<file path="src/rtl/umq_match_wc_if.sv">
// ---------------------------------------------------------------------------
// umq_match_wc_if
//   Bundle of the unexpected-message-queue signals between the network
//   packetizer (insert side), the receive-request engine (find side) and the
//   queue itself.
//
//   Insert  : ins_valid / ins_ready, ins_comm, ins_src, ins_tag, ins_payload
//   Find    : req_valid / req_ready, req_comm, req_src, req_tag
//             (all-ones req_src = ANY_SOURCE, all-ones req_tag = ANY_TAG)
//   Result  : resp_valid (one-cycle strobe), resp_found, resp_src, resp_tag,
//             resp_payload
//   Status  : count, q_full, q_empty
//
//   modport master : the side driving inserts and requests
//   modport slave  : the queue
// ---------------------------------------------------------------------------
interface umq_match_wc_if #(
    parameter int DEPTH         = 16,
    parameter int COMM_BIT      = 4,
    parameter int RANK_BIT      = 8,
    parameter int TAG_BIT       = 8,
    parameter int PAYLOAD_WIDTH = 32,
    parameter int CNT_W         = $clog2(DEPTH + 1)
);
    logic                     ins_valid;
    logic                     ins_ready;
    logic [COMM_BIT-1:0]      ins_comm;
    logic [RANK_BIT-1:0]      ins_src;
    logic [TAG_BIT-1:0]       ins_tag;
    logic [PAYLOAD_WIDTH-1:0] ins_payload;

    logic                     req_valid;
    logic                     req_ready;
    logic [COMM_BIT-1:0]      req_comm;
    logic [RANK_BIT-1:0]      req_src;
    logic [TAG_BIT-1:0]       req_tag;

    logic                     resp_valid;
    logic                     resp_found;
    logic [RANK_BIT-1:0]      resp_src;
    logic [TAG_BIT-1:0]       resp_tag;
    logic [PAYLOAD_WIDTH-1:0] resp_payload;

    logic [CNT_W-1:0]         count;
    logic                     q_full;
    logic                     q_empty;

    modport master (
        output ins_valid, ins_comm, ins_src, ins_tag, ins_payload,
        output req_valid, req_comm, req_src, req_tag,
        input  ins_ready, req_ready,
        input  resp_valid, resp_found, resp_src, resp_tag, resp_payload,
        input  count, q_full, q_empty
    );

    modport slave (
        input  ins_valid, ins_comm, ins_src, ins_tag, ins_payload,
        input  req_valid, req_comm, req_src, req_tag,
        output ins_ready, req_ready,
        output resp_valid, resp_found, resp_src, resp_tag, resp_payload,
        output count, q_full, q_empty
    );
endinterface

</file>
<file path="src/rtl/umq_match_wc.sv">
// ---------------------------------------------------------------------------
// umq_match_wc
//   Unexpected-message queue with wildcard matching. Holds up to DEPTH
//   headers in arrival order (slot 0 = oldest). A find request searches all
//   valid slots for (comm, src, tag), where an all-ones src or tag matches
//   anything; the oldest hit is returned and removed, and the younger
//   entries shift down one slot so arrival order is kept.
//
//   Ports
//     clk : rising-edge clock
//     rst : asynchronous active-low reset
//     bus : umq_match_wc_if.slave (insert, find, result and status signals)
//
//   Find timing: request accepted at edge T, MATCH during T..T+1, resp_valid
//   during T+1..T+2, back to IDLE afterwards.
// ---------------------------------------------------------------------------
module umq_match_wc #(
    parameter int DEPTH         = 16,
    parameter int COMM_BIT      = 4,
    parameter int RANK_BIT      = 8,
    parameter int TAG_BIT       = 8,
    parameter int PAYLOAD_WIDTH = 32,
    parameter int CNT_W         = $clog2(DEPTH + 1)
) (
    input  logic          clk,
    input  logic          rst,
    umq_match_wc_if.slave bus
);
    localparam int IDX_W = $clog2(DEPTH);

    localparam logic [RANK_BIT-1:0] ANY_SOURCE = '1;
    localparam logic [TAG_BIT-1:0]  ANY_TAG    = '1;
    localparam logic [CNT_W-1:0]    DEPTH_CNT  = CNT_W'(DEPTH);

    typedef struct packed {
        logic [COMM_BIT-1:0]      comm;
        logic [RANK_BIT-1:0]      src;
        logic [TAG_BIT-1:0]       tag;
        logic [PAYLOAD_WIDTH-1:0] payload;
    } entry_t;

    typedef enum logic [1:0] {
        IDLE  = 2'd0,
        MATCH = 2'd1,
        RESP  = 2'd2
    } state_t;

    state_t                   state;
    state_t                   state_next;

    entry_t                   slots [DEPTH];
    logic [CNT_W-1:0]         count_q;

    logic [COMM_BIT-1:0]      key_comm;
    logic [RANK_BIT-1:0]      key_src;
    logic [TAG_BIT-1:0]       key_tag;

    logic                     resp_found_q;
    logic [RANK_BIT-1:0]      resp_src_q;
    logic [TAG_BIT-1:0]       resp_tag_q;
    logic [PAYLOAD_WIDTH-1:0] resp_payload_q;

    logic [DEPTH-1:0]         hit_vec;
    logic                     hit;
    logic [IDX_W-1:0]         hit_idx;
    logic                     remove;
    logic                     ins_ready;
    logic                     ins_fire;
    logic [CNT_W-1:0]         wr_ptr;
    entry_t                   ins_entry;

    // ------------------------------------------------------------------
    // Match vector: only slots below count take part, so stale contents
    // beyond the tail can never produce a hit.
    // ------------------------------------------------------------------
    always_comb begin
        for (int i = 0; i < DEPTH; i++) begin
            hit_vec[i] = (CNT_W'(i) < count_q)
                      && (slots[i].comm == key_comm)
                      && ((key_src == ANY_SOURCE) || (slots[i].src == key_src))
                      && ((key_tag == ANY_TAG)    || (slots[i].tag == key_tag));
        end
    end

    // Lowest index wins: scanning downwards lets the oldest hit overwrite
    // any younger one.
    // NOTE: every variable of an always_comb gets a default before any
    // conditional assignment, otherwise a latch is inferred.
    always_comb begin
        hit     = 1'b0;
        hit_idx = '0;
        for (int i = DEPTH - 1; i >= 0; i--) begin
            if (hit_vec[i]) begin
                hit     = 1'b1;
                hit_idx = IDX_W'(i);
            end
        end
    end

    assign remove    = (state == MATCH) && hit;
    assign ins_ready = (count_q < DEPTH_CNT);
    assign ins_fire  = bus.ins_valid && ins_ready;
    // With a removal on the same edge, the tail moves down one slot.
    assign wr_ptr    = remove ? (count_q - CNT_W'(1)) : count_q;
    assign ins_entry = '{comm:    bus.ins_comm,
                         src:     bus.ins_src,
                         tag:     bus.ins_tag,
                         payload: bus.ins_payload};

    // ------------------------------------------------------------------
    // Slot storage. Shift-down on removal, then tail write on insert; the
    // insert is the later non-blocking assignment, so when both target the
    // same slot the new entry wins.
    // NOTE: the slot array has no reset; slots at or beyond count are never
    // compared or returned, so clearing count is enough to empty the queue.
    // ------------------------------------------------------------------
    always_ff @(posedge clk) begin
        if (remove) begin
            for (int i = 0; i < DEPTH - 1; i++) begin
                if (IDX_W'(i) >= hit_idx) begin
                    slots[i] <= slots[i + 1];
                end
            end
        end
        if (ins_fire) begin
            slots[wr_ptr[IDX_W-1:0]] <= ins_entry;
        end
    end

    // Occupancy: simultaneous insert and removal leaves count unchanged.
    // NOTE: sequential state is always written with non-blocking
    // assignments so every flop samples pre-edge values.
    always_ff @(posedge clk or negedge rst) begin
        if (!rst) begin
            count_q <= '0;
        end else begin
            case ({ins_fire, remove})
                2'b10:   count_q <= count_q + CNT_W'(1);
                2'b01:   count_q <= count_q - CNT_W'(1);
                default: count_q <= count_q;
            endcase
        end
    end

    // ------------------------------------------------------------------
    // Find FSM
    // ------------------------------------------------------------------
    always_ff @(posedge clk or negedge rst) begin
        if (!rst) begin
            state <= IDLE;
        end else begin
            state <= state_next;
        end
    end

    always_comb begin
        state_next = IDLE;
        case (state)
            IDLE:    state_next = bus.req_valid ? MATCH : IDLE;
            MATCH:   state_next = RESP;
            RESP:    state_next = IDLE;
            default: state_next = IDLE;
        endcase
    end

    // Key latch on acceptance, result capture at the edge that ends MATCH.
    always_ff @(posedge clk or negedge rst) begin
        if (!rst) begin
            key_comm       <= '0;
            key_src        <= '0;
            key_tag        <= '0;
            resp_found_q   <= 1'b0;
            resp_src_q     <= '0;
            resp_tag_q     <= '0;
            resp_payload_q <= '0;
        end else begin
            if ((state == IDLE) && bus.req_valid) begin
                key_comm <= bus.req_comm;
                key_src  <= bus.req_src;
                key_tag  <= bus.req_tag;
            end
            if (state == MATCH) begin
                resp_found_q   <= hit;
                resp_src_q     <= hit ? slots[hit_idx].src     : '0;
                resp_tag_q     <= hit ? slots[hit_idx].tag     : '0;
                resp_payload_q <= hit ? slots[hit_idx].payload : '0;
            end
        end
    end

    // ------------------------------------------------------------------
    // Outputs
    // ------------------------------------------------------------------
    assign bus.ins_ready    = ins_ready;
    assign bus.req_ready    = (state == IDLE);
    assign bus.resp_valid   = (state == RESP);
    assign bus.resp_found   = resp_found_q;
    assign bus.resp_src     = resp_src_q;
    assign bus.resp_tag     = resp_tag_q;
    assign bus.resp_payload = resp_payload_q;
    assign bus.count        = count_q;
    assign bus.q_full       = (count_q == DEPTH_CNT);
    assign bus.q_empty      = (count_q == '0);

endmodule

</file>
<file path="src/flat_wrapper.sv">
// flat-port wrapper written by rule: the top's interface ports become plain ports
module umq_match_wc_flat 
#(
    parameter int DEPTH         = 16,
    parameter int COMM_BIT      = 4,
    parameter int RANK_BIT      = 8,
    parameter int TAG_BIT       = 8,
    parameter int PAYLOAD_WIDTH = 32,
    parameter int CNT_W         = $clog2(DEPTH + 1)
)
  (clk, rst, bus_ins_valid, bus_ins_comm, bus_ins_src, bus_ins_tag, bus_ins_payload, bus_req_valid, bus_req_comm, bus_req_src, bus_req_tag, bus_ins_ready, bus_req_ready, bus_resp_valid, bus_resp_found, bus_resp_src, bus_resp_tag, bus_resp_payload, bus_count, bus_q_full, bus_q_empty);
  umq_match_wc_if #(.DEPTH(DEPTH), .COMM_BIT(COMM_BIT), .RANK_BIT(RANK_BIT), .TAG_BIT(TAG_BIT), .PAYLOAD_WIDTH(PAYLOAD_WIDTH), .CNT_W(CNT_W)) bus_i ();
  input  logic clk;
  input  logic rst;
  input wire logic [$bits(bus_i.ins_valid)-1:0] bus_ins_valid;
  input wire logic [$bits(bus_i.ins_comm)-1:0] bus_ins_comm;
  input wire logic [$bits(bus_i.ins_src)-1:0] bus_ins_src;
  input wire logic [$bits(bus_i.ins_tag)-1:0] bus_ins_tag;
  input wire logic [$bits(bus_i.ins_payload)-1:0] bus_ins_payload;
  input wire logic [$bits(bus_i.req_valid)-1:0] bus_req_valid;
  input wire logic [$bits(bus_i.req_comm)-1:0] bus_req_comm;
  input wire logic [$bits(bus_i.req_src)-1:0] bus_req_src;
  input wire logic [$bits(bus_i.req_tag)-1:0] bus_req_tag;
  output wire logic [$bits(bus_i.ins_ready)-1:0] bus_ins_ready;
  output wire logic [$bits(bus_i.req_ready)-1:0] bus_req_ready;
  output wire logic [$bits(bus_i.resp_valid)-1:0] bus_resp_valid;
  output wire logic [$bits(bus_i.resp_found)-1:0] bus_resp_found;
  output wire logic [$bits(bus_i.resp_src)-1:0] bus_resp_src;
  output wire logic [$bits(bus_i.resp_tag)-1:0] bus_resp_tag;
  output wire logic [$bits(bus_i.resp_payload)-1:0] bus_resp_payload;
  output wire logic [$bits(bus_i.count)-1:0] bus_count;
  output wire logic [$bits(bus_i.q_full)-1:0] bus_q_full;
  output wire logic [$bits(bus_i.q_empty)-1:0] bus_q_empty;
  assign bus_i.ins_valid = bus_ins_valid;
  assign bus_i.ins_comm = bus_ins_comm;
  assign bus_i.ins_src = bus_ins_src;
  assign bus_i.ins_tag = bus_ins_tag;
  assign bus_i.ins_payload = bus_ins_payload;
  assign bus_i.req_valid = bus_req_valid;
  assign bus_i.req_comm = bus_req_comm;
  assign bus_i.req_src = bus_req_src;
  assign bus_i.req_tag = bus_req_tag;
  assign bus_ins_ready = bus_i.ins_ready;
  assign bus_req_ready = bus_i.req_ready;
  assign bus_resp_valid = bus_i.resp_valid;
  assign bus_resp_found = bus_i.resp_found;
  assign bus_resp_src = bus_i.resp_src;
  assign bus_resp_tag = bus_i.resp_tag;
  assign bus_resp_payload = bus_i.resp_payload;
  assign bus_count = bus_i.count;
  assign bus_q_full = bus_i.q_full;
  assign bus_q_empty = bus_i.q_empty;
  umq_match_wc #(.DEPTH(DEPTH), .COMM_BIT(COMM_BIT), .RANK_BIT(RANK_BIT), .TAG_BIT(TAG_BIT), .PAYLOAD_WIDTH(PAYLOAD_WIDTH), .CNT_W(CNT_W)) u_core (.clk(clk), .rst(rst), .bus(bus_i));
endmodule
</file>
<file path="config.mk">
export PLATFORM = sky130hd
export DESIGN_NAME = umq_match_wc_flat
export DESIGN_NICKNAME = d
export VERILOG_FILES = /design/src/rtl/umq_match_wc_if.sv /design/src/rtl/umq_match_wc.sv /design/src/flat_wrapper.sv
export SDC_FILE = /design/constraint.sdc
export NUM_CORES = 2
export LEC_CHECK = 0
export BUFFER_PORTS_ARGS = -buffer_cell sky130_fd_sc_hd__buf_4
export CAP_MARGIN = 5
export CORE_MARGIN = 2
export CORE_UTILIZATION = 25
export DETAILED_ROUTE_END_ITERATION = 6
export PLACE_DENSITY = 0.46
export SLEW_MARGIN = 10
export SYNTH_ARGS = -nofsm -noshare
export SYNTH_HDL_FRONTEND = slang
export SYNTH_SLANG_ARGS = --single-unit
</file>
<file path="constraint.sdc">
create_clock -name clk -period 9.05 [get_ports clk]
set_clock_uncertainty 0.2 [all_clocks]
set_input_delay 1.81 -clock clk [delete_from_list [all_inputs] [get_ports clk]]
set_output_delay 1.81 -clock clk [all_outputs]
set_load 0.02 [all_outputs]
</file>
==> results by stage <==
STA:
- Setup repair after global routing left no endpoint under its margin.
- In this run the tightest slew margin relative to its limit is 14.35%.
- The time the worst path needs with I/O delays and setup is 7.018 ns.
- The share of the cycle needed by the critical path after routing is 77.54%.
- For the pin with the worst max-slew slack, the measured transition is between 1 and 1.5 ns.
- The achievable frequency is around 140 MHz.
- In the final timing run, aggregate negative setup slack is 0 ns.
- The final max-slew violation count is 0.
- The count of final hold-check violations is 0.
- The count of endpoints failing setup in the final report is 0.

Clock tree:
- The maximum root-to-sink buffer count is 3.
- In this run, post-CTS repair resized a total of 0 instances.
- TritonCTS built the clock tree.
- After clock tree synthesis, the clock-pin slew on the worst setup and hold paths is 0.06 ns.
- In this run the post-CTS setup repair buffer count came out at 0.
- The number of hold buffers added after cts is 0.
- The clock reaches the later pin of the worst-skew pair after 0.77 ns.
- The tree is rooted in a sky130_fd_sc_hd__clkbuf_16.
- In this run, CTS created clock tree buffers numbering 107.
- For this design, the sink count on the clock tree is 908.
- The CTS H-tree depth is 3.

Critical path:
- The worst setup path category is reg -> reg.
- The startpoint type of the worst setup path is a flip-flop.
- STA classifies the critical path endpoint as a flip-flop.
- The worst setup path endpoint is u_core.slots[7][42].
- The launching instance or port of the critical path is u_core.key_src[3].
- The slack of the worst reg-to-reg path is ~2.0 ns.
- The endpoint identified for the worst register-to-register timing path is u_core.slots[7][42].
- Counting cells, the worst reg-to-reg path comes to 13.
- The required time at the endpoint of the critical path is just over 9 ns.
- For the worst setup path, the data arrival time is 7.30 ns.
- The startpoint of the most critical register-to-register path is u_core.key_src[3].
- The maximum net fanout on the critical path is 32.

Global route:
- Entering global routing, the biggest net connects ~110 pins.
- The via count of the first global-routing pass came to 30,796.
- The initial antenna violation count is 11.
- The first global-routing pass estimated 240.4 mm of wire.
- Global routing consumed, over all layers together, 16.93% of the routing resources.
- The total overflow left after global routing is 0.

Logic synthesis:
- Of the synthesized area, sequential elements account for a little under three fifths.
- The count of cell types in the netlist is 56.
- The average footprint of a synthesized cell is roughly 14 sq um.
- The synthesized design contains 832 enable-type register cells.
- The most used flip-flop cell after synthesis is sky130_fd_sc_hd__edfxtp_1.
- The async set-or-reset flop fraction in the synthesized netlist is 8.370%.
- During synthesis, Yosys emitted a total of 0 warnings.
- Counting flops and latches in the post-synthesis netlist gives 908.
- The total nets after synthesis is 3,470.
- The cell area that synthesis handed to floorplanning was a little under 50,000 sq um.
- In the synthesized netlist, the number of instances is 3,389.

Floorplan:
- Once the floorplan was initialized, standard cells occupied 25.10% of the core.
- The number of placement rows is 161.
- The area of the die is 196,200 sq um.
- Pin placement for this block handled 135 I/O pins.
- The chip width is 443 um.
- The die outline height is ~440 um.
- The core outline area is 192,000 sq um.

Routing:
- Using the TritonRoute via totals, the vias-per-cell ratio works out to 4.988.
- The routed length per placed instance is 28.32 um.
- The detailed router placed 30,085 vias in this run.
- The detailed-route wire length is 170.8 mm.
- For this run, design rule violations remaining after detail routing come to 0.
- Before antenna repair, the detailed router went through 6 iterations.
- The starting DRC count in detailed routing is approximately 2,800.
- The number of nets with antenna violations after detailed routing is 0.

Final layout:
- At the end of the flow the core is filled with cells to 28.89%.
- The sequential cells in the finished layout cover a total of 26,890 sq um.
- Relative to the synthesized area, the layout overhead comes to 15.12%.
- The top cell types in the final layout, fill and taps aside, are 832 x sky130_fd_sc_hd__edfxtp_1, 752 x sky130_fd_sc_hd__mux2_2, 291 x sky130_fd_sc_hd__mux2i_1.
- The area taken by multi-input logic gates is between 20,000 and 25,000 sq um.
- The ratio of cells with drive above 1 in the final layout is 34.98%.
- The library cell used most frequently in the layout, excluding fill and tap cells, is sky130_fd_sc_hd__edfxtp_1.
- The number of fill cells is 19,421.
- The final layout contains 3,488 nets.

Job:
- The number of maximum-capacitance constraint violations is 0.

Placement:
- The final estimated routing congestion in global placement is approximately 0.90.
- During placement, the flow inserted port buffers numbering 134.
- The HPWL reported at the end of detailed placement is 105.4 mm.

Pwr:
- Summed over all cells, the static leakage comes to 17.46 nW.
- The maximum vdd drop is 0.0001636 V.
- Power spread over the standard cell area amounts to 180.7 nW/um^2.

Worst hold path:
- The class of the most critical hold timing path is reg -> reg.

Run status:
- The run finished with clean final reports.
-- worst min path at each step --
stage	from	end	slack [ns]	cells after the start
3_3_place_gp	u_core.bus.resp_src[5]	u_core.bus.resp_src[5]	0.25	2
3_5_place_dp	u_core.bus.resp_payload[27]	u_core.bus.resp_payload[27]	0.26	2
4_1_cts	u_core.bus.resp_payload[27]	u_core.bus.resp_payload[27]	0.27	2
2_1_floorplan	u_core.slots[5][0]	u_core.slots[4][0]	0.35	1
5_1_grt	u_core.bus.resp_tag[4]	u_core.bus.resp_tag[4]	0.29	2
6_report	u_core.bus.resp_tag[4]	u_core.bus.resp_tag[4]	0.27	2
-- registers in the layout (all words and copies together) (netlist names), 4 cells and up --
register	flops
u_core.slots	832
u_core.bus.resp_payload	32
u_core.bus.resp_src	8
u_core.bus.resp_tag	8
u_core.key_src	8
u_core.key_tag	8
u_core.bus.count	5
u_core.key_comm	4
-- routing by layer --
metal	up-vias	part of all wire, %	track usage (%)
li1	13159	-	-
met1	15830	45	23.47
met2	843	47	27.32
met3	251	4.5	2.234
met4	2	3.3	5.246
met5	-	0.0094	0
-- power breakdown --
part	leakage [nW]	switching (mW)	internal (mW)	total (mW)
clock network	1.79	1.94	2.69	4.63
logic	7.20	0.441	0.287	0.728
registers	8.47	0.122	4.54	4.66
-- synthesized netlist by cell type (all sizes together), types with 2 or more instances --
cell type	count	area (sq um)
edfxtp	832	24980
nand4	100	631.9
nor4	31	193.9
or3	3	18.77
a21o	8	60.06
a22oi	96	720.7
o31ai	2	15.01
o22ai	2	12.51
xnor2	191	1673
ha	5	62.56
a221oi	96	840.8
nand2	118	442.9
or2	4	25.02
and2	8	50.05
nor2b	8	50.05
o21bai	6	45.04
o211ai	3	22.52
nand2b	4	25.02
a21oi	38	190.2
nor3	18	101.4
clkbuf	82	307.8
a211oi	52	390.4
inv	6	22.52
buf	213	1210
nor2	29	118.9
nand3	25	125.1
clkinv	2	7.510
a31o	2	17.52
and3	4	25.02
xor2	134	1174
dfrtp	76	1902
o21ai	81	405.4
or4	4	30.03
mux2i	291	2913
nand4b	3	32.53
mux2	801	9204
-- kinds of logic after synthesis --
family	count (synthesis)	synth area share, %
mux	1092	25.15
fa+ha+maj	5	0.1298
simple gates	361	3.919
compound gates	395	5.879
flops	908	55.80
xor+xnor	325	5.908
buf+inv	303	3.212
-- per-stage QoR --
step	power [mW]	hold slack (ns)	setup slack, ns	instances	instance area (sq um)
floorplan	5.217	0.3500	1.726	3389	48180
global placement	5.487	0.2543	2.220	5824	51740
global route	10.33	0.2862	1.782	6029	55460
detailed placement	5.473	0.2575	2.115	5824	51740
CTS	10.13	0.2718	2.104	6028	55460
finish	10.02	0.2661	2.032	6031	55470
-- critical path: stages, from the launching register on --
cell and delay (ns):
sky130_fd_sc_hd__dfrtp_1 0.97, sky130_fd_sc_hd__xor2_1 0.25, sky130_fd_sc_hd__nor4_1 0.10, sky130_fd_sc_hd__a21oi_1 0.37, sky130_fd_sc_hd__nor3_1 0.21, sky130_fd_sc_hd__or4_1 0.83, sky130_fd_sc_hd__o41ai_4 0.49, sky130_fd_sc_hd__buf_4 0.54
sky130_fd_sc_hd__inv_2 0.20, sky130_fd_sc_hd__nor2_1 0.15, sky130_fd_sc_hd__o21bai_1 0.29, sky130_fd_sc_hd__nor2_4 0.91, sky130_fd_sc_hd__buf_4 0.77, sky130_fd_sc_hd__mux2_2 0.41
-- final cells by class --
cell class              count  area share (%)
clock inverters            58           1.353
clock buffers             146           5.348
inverters                   8         0.05414
repair buffers            204           2.829
well taps                2526           5.698
flip-flops and latches    908           48.47
multi-input cells        2178           36.23
diodes                      3         0.01353
Note: power is estimated with default switching activity, not from simulation.
